===== src/rtl/edge_detector_bank.sv =====
// edge_detector_bank
// Per-channel synchroniser, debounce filter and configurable edge detector.
// Accepted edges raise a one-cycle pulse and a sticky pending flag; irq is
// the OR of all pending flags.

module edge_detector_bank #(
    parameter int unsigned CHANNELS        = 8,
    parameter int unsigned SYNC_STAGES     = 2,
    parameter int unsigned DEBOUNCE_CYCLES = 4
) (
    input  logic                  clk,
    input  logic                  rst,
    input  logic [CHANNELS-1:0]   raw_inputs,
    input  logic [2*CHANNELS-1:0] edge_modes,
    input  logic [CHANNELS-1:0]   clear_pending,
    output logic [CHANNELS-1:0]   stable_values,
    output logic [CHANNELS-1:0]   edges,
    output logic [CHANNELS-1:0]   pending,
    output logic                  irq
);

    localparam int unsigned CW = $clog2(DEBOUNCE_CYCLES + 1);
    localparam logic [CW-1:0] CNT_LAST = CW'(DEBOUNCE_CYCLES - 1);
    localparam logic [CW-1:0] CNT_ONE  = CW'(1);

    logic [CHANNELS-1:0] sync_q [SYNC_STAGES];
    logic [CHANNELS-1:0] synced;

    logic [CW-1:0]       cnt_q [CHANNELS];
    logic [CW-1:0]       cnt_d [CHANNELS];
    logic [CHANNELS-1:0] stable_q, stable_d;
    logic [CHANNELS-1:0] edges_q, edges_d;
    logic [CHANNELS-1:0] pending_q, pending_d;

    assign synced = sync_q[SYNC_STAGES-1];

    // Synchroniser chain: raw levels shift through SYNC_STAGES flops
    always_ff @(posedge clk or negedge rst) begin
        if (!rst) begin
            for (int unsigned s = 0; s < SYNC_STAGES; s++) begin
                sync_q[s] <= '0;
            end
        end else begin
            sync_q[0] <= raw_inputs;
            for (int unsigned s = 1; s < SYNC_STAGES; s++) begin
                sync_q[s] <= sync_q[s-1];
            end
        end
    end

    // Debounce counters, stable-level update, edge qualification and pending flags
    always_comb begin
        cnt_d    = cnt_q;
        stable_d = stable_q;
        edges_d  = '0;
        for (int unsigned i = 0; i < CHANNELS; i++) begin
            if (synced[i] == stable_q[i]) begin
                cnt_d[i] = '0;
            end else if (cnt_q[i] == CNT_LAST) begin
                // Level persisted long enough: accept it and qualify the
                // transition direction against the mode sampled right now.
                stable_d[i] = synced[i];
                cnt_d[i]    = '0;
                edges_d[i]  = synced[i] ? edge_modes[2*i] : edge_modes[2*i+1];
            end else begin
                cnt_d[i] = cnt_q[i] + CNT_ONE;
            end
        end
        // A newly detected edge wins over a simultaneous clear
        pending_d = (pending_q & ~clear_pending) | edges_d;
    end

    // State registers with asynchronous active-low clear
    always_ff @(posedge clk or negedge rst) begin
        if (!rst) begin
            cnt_q     <= '{default: '0};
            stable_q  <= '0;
            edges_q   <= '0;
            pending_q <= '0;
        end else begin
            cnt_q     <= cnt_d;
            stable_q  <= stable_d;
            edges_q   <= edges_d;
            pending_q <= pending_d;
        end
    end

    assign stable_values = stable_q;
    assign edges         = edges_q;
    assign pending       = pending_q;
    assign irq           = |pending_q;

endmodule


===== config.mk =====
export PLATFORM = sky130hd
export DESIGN_NAME = edge_detector_bank
export DESIGN_NICKNAME = d
export VERILOG_FILES = /design/src/rtl/edge_detector_bank.sv
export SDC_FILE = /design/constraint.sdc
export NUM_CORES = 1
export LEC_CHECK = 0
export ABC_AREA = 1
export ABC_CLOCK_PERIOD_IN_PS = 900
export BUFFER_PORTS_ARGS = -buffer_cell sky130_fd_sc_hd__buf_2
export CORE_MARGIN = 5
export CORE_UTILIZATION = 47
export CTS_BUF_LIST = sky130_fd_sc_hd__clkbuf_4 sky130_fd_sc_hd__clkbuf_8 sky130_fd_sc_hd__clkbuf_16
export DETAILED_ROUTE_END_ITERATION = 10
export GPL_TIMING_DRIVEN = 1
export HOLD_SLACK_MARGIN = 0.08
export PLACE_DENSITY = 0.83
export REMOVE_ABC_BUFFERS = 1
export SYNTH_ARGS = -nofsm -noshare
export SYNTH_HDL_FRONTEND = slang
export SYNTH_SLANG_ARGS = --single-unit

===== constraint.sdc =====
create_clock -name clk -period 0.9 [get_ports clk]
set_input_delay 0.18 -clock clk [delete_from_list [all_inputs] [get_ports clk]]
set_output_delay 0.18 -clock clk [all_outputs]
set_load 0.005 [all_outputs]

==> results.tsv <==
metric	value	unit
CORE AREA	5110	um^2
Critical Path, Cell by Cell	inv_1, nand2_1, nor3_2, nand2_1, buf_2	
Final #Nets	410	
nature of the critical path startpoint	register	
Crit Path Class	register to primary output	
Layout fillers	348	
post-synthesis sequential area ratio	64.4	%
via count	2006	
Worst-Margin Slew	329	ps
die width	82.7	um
outcome	finished with violations	
Worst-path clk slew	70	ps
max-cap check violation count	0	
Synth Area per Inst	9.53	um^2
GP Congestion	0.755	
Final Cycle Share	150	%
Initial Util	48.7	%
CTS root buf	clkbuf_8	
die area	6840	um^2
Ant. Diodes	0	
Yosys top cell by area	dfrtp_1	
slowest cell on the critical path	dfrtp_1	
area growth from synthesis to layout	55.4	%
Clk pwr share	27.5	%
Leakage	0.00208	uW
vias in the first global route	1991	
WP data required	720	ps
commonest non-fill, non-tap cells in the layout	dfrtp_1 (61), buf_2 (55), nand2_1 (40), nand2_2 (29), inv_1 (23)	
largest net degree at the start of global routing	65	
Routed WL	5.72	mm
CTS Sinks	64	
final setup TNS	-5790	ps
fmax	739	MHz
final hold vios	0	
Crit. End Element	primary output	
HP Class	primary input to register	
CTS Buffer Depth	2	
combinational share of power	34.3	%
CP Max Fanout	2	
ANT nets after route	0	
number of setup violations in the final report	62	
total congestion overflow	0	
FP Rows	26	
final worst slack	-453	ps
Remaining DRCs	0	
overall die height	82.7	um
crit path time final	1350	ps
r2r worst-path depth	5	
CTS tree	yes	
Max Slew Vio Count	0	
ranking of synthesized cells by area	dfrtp_1 (64%), nand2_1 (11%), inv_1 (7.4%), nor2_1 (4.2%), ha_1 (4.0%)	
commonest non-fill, non-tap cell in the layout	dfrtp_1	
global-route wire length before repair	8.60	mm
P_sw	3100	uW
Util after Layout	75.6	%
max incr delay on CP	380	ps
final setup skew	6.65	ps
slew margin rel.	78.1	%
Netlist Area Pre-Place	2490	um^2
Yosys top cell area share	64.4	%
first-pass iteration count of the detailed router	4	
1st-iter DRT viols	80	
sw frac	30.9	%
unrepaired setup endpoints after global routing	true	
Cells after Synth	261	
share of cells above drive strength 1	53.5	%
DPL Wire Length	3.32	mm
Synth Register Bits	64	
violated checks	negative setup slack	
Int Pwr	6920	uW
Pwr Density	2590	nW/um^2
Worst VDD drop	1.53	mV
cell mode on critical path	nand2_1	
Seq pwr share	38.1	%
CP arrival	1170	ps
Distinct cells, synth	12	
Hold Crit Depth	3	
Max H-tree Level	3	
GRT Total Usage	17.1	%
vias per cell	4.54	
port buffer count	58	
CTS Buf Count	9	
clk_lat worst skew	330	ps
Synth warnings	0	
Ports	59	
DR WL/cell	13.0	um
initial antenna violation count	0	
-- cell usage after synthesis (all sizes together) --
cell type   n
or2         7
nand2      72
nor2       32
nor3        2
inv        49
ha          8
nand3      16
o21ai       8
xnor2       3
dfrtp      64
-- sequential cells by signal, indices dropped and copies added (netlist names) --
signal,cells
cnt_q,24
edges,8
stable_values,8
sync_q,8
pending,8
synced,8
-- cell families after synthesis --
| family | count (synthesis) | synth area share, % |
|---|---|---|
| adder cells (fa/ha/maj) | 8 | 4.03 |
| AO/OA/AOI/OAI | 8 | 1.61 |
| XOR/XNOR | 3 | 1.06 |
| AND/OR/NAND/NOR | 129 | 21.5 |
| flip-flops | 64 | 64.4 |
| buffers and inverters | 49 | 7.40 |
-- final cells by class --
class / instances / area, um^2 / area share (%)
Clock buffer: 12 / 159 / 4.11
Inverter: 49 / 211 / 5.47
Sequential cell: 64 / 1610 / 41.6
Clock inverter: 3 / 65.1 / 1.68
Timing Repair Buffer: 96 / 692 / 17.9
Tap cell: 70 / 87.6 / 2.27
Multi-Input combinational cell: 148 / 1040 / 27.0
-- power groups by stage --
stage	clock network [uW]	logic [uW]	registers, uW
after floorplan	0	1080	3770
after global placement	0	1710	3760
after detailed placement	0	1790	3800
after CTS	2810	2640	3730
after global routing	2970	3830	3890
final	2760	3440	3820
-- stage by stage --
stage | std cells | area, um^2 | power [uW] | setup WS [ps] | hold WS [ps]
2_1_floorplan | 261 | 2490 | 4850 | -82.8 | -116
3_3_place_gp | 396 | 2930 | 5470 | -160 | 214
3_5_place_dp | 396 | 2930 | 5590 | -172 | 216
4_1_cts | 432 | 3550 | 9180 | -460 | 81.6
5_1_grt | 442 | 3860 | 10700 | -565 | 85.4
6_report | 442 | 3860 | 10000 | -453 | 102
-- per-layer routing --
metal / vias up / GRT usage [%] / share of wire, %
li1: 993 / - / -
met1: 945 / 19.4 / 39
met2: 53 / 30.0 / 54
met3: 15 / 4.23 / 4.2
met4: 0 / 8.50 / 2.1
met5: - / 0 / 0
-- worst paths after layout --
check	end	slack (ps)	startpoint
worst max register to register	cnt_q[21]	-140	cnt_q[22]
worst min register to register	synced[7]	340	sync_q[15]
worst max-delay path	irq	-450	pending[5]
min in group asynchronous	synced[3]	380	rst
max in group asynchronous	synced[1]	230	rst
worst min-delay path	pending[1]	100	clear_pending[1]
-- repair_timing --
item,in CTS,in global routing
gates resized for setup,79,71
setup endpoints to repair,65,73
hold buffers,10,0
gates cloned,0,0
hold endpoints to repair,73,0
pin swaps,27,33
buffers inserted,11,12
-- worst max-delay path: cells and delay by family (launching register included) --
kind / cells / cell delay (ps)
buffers and inverters: 2 / 190
DFF: 1 / 380
and+or+nand+nor: 3 / 280
Note: power is estimated with default switching activity, not from simulation.
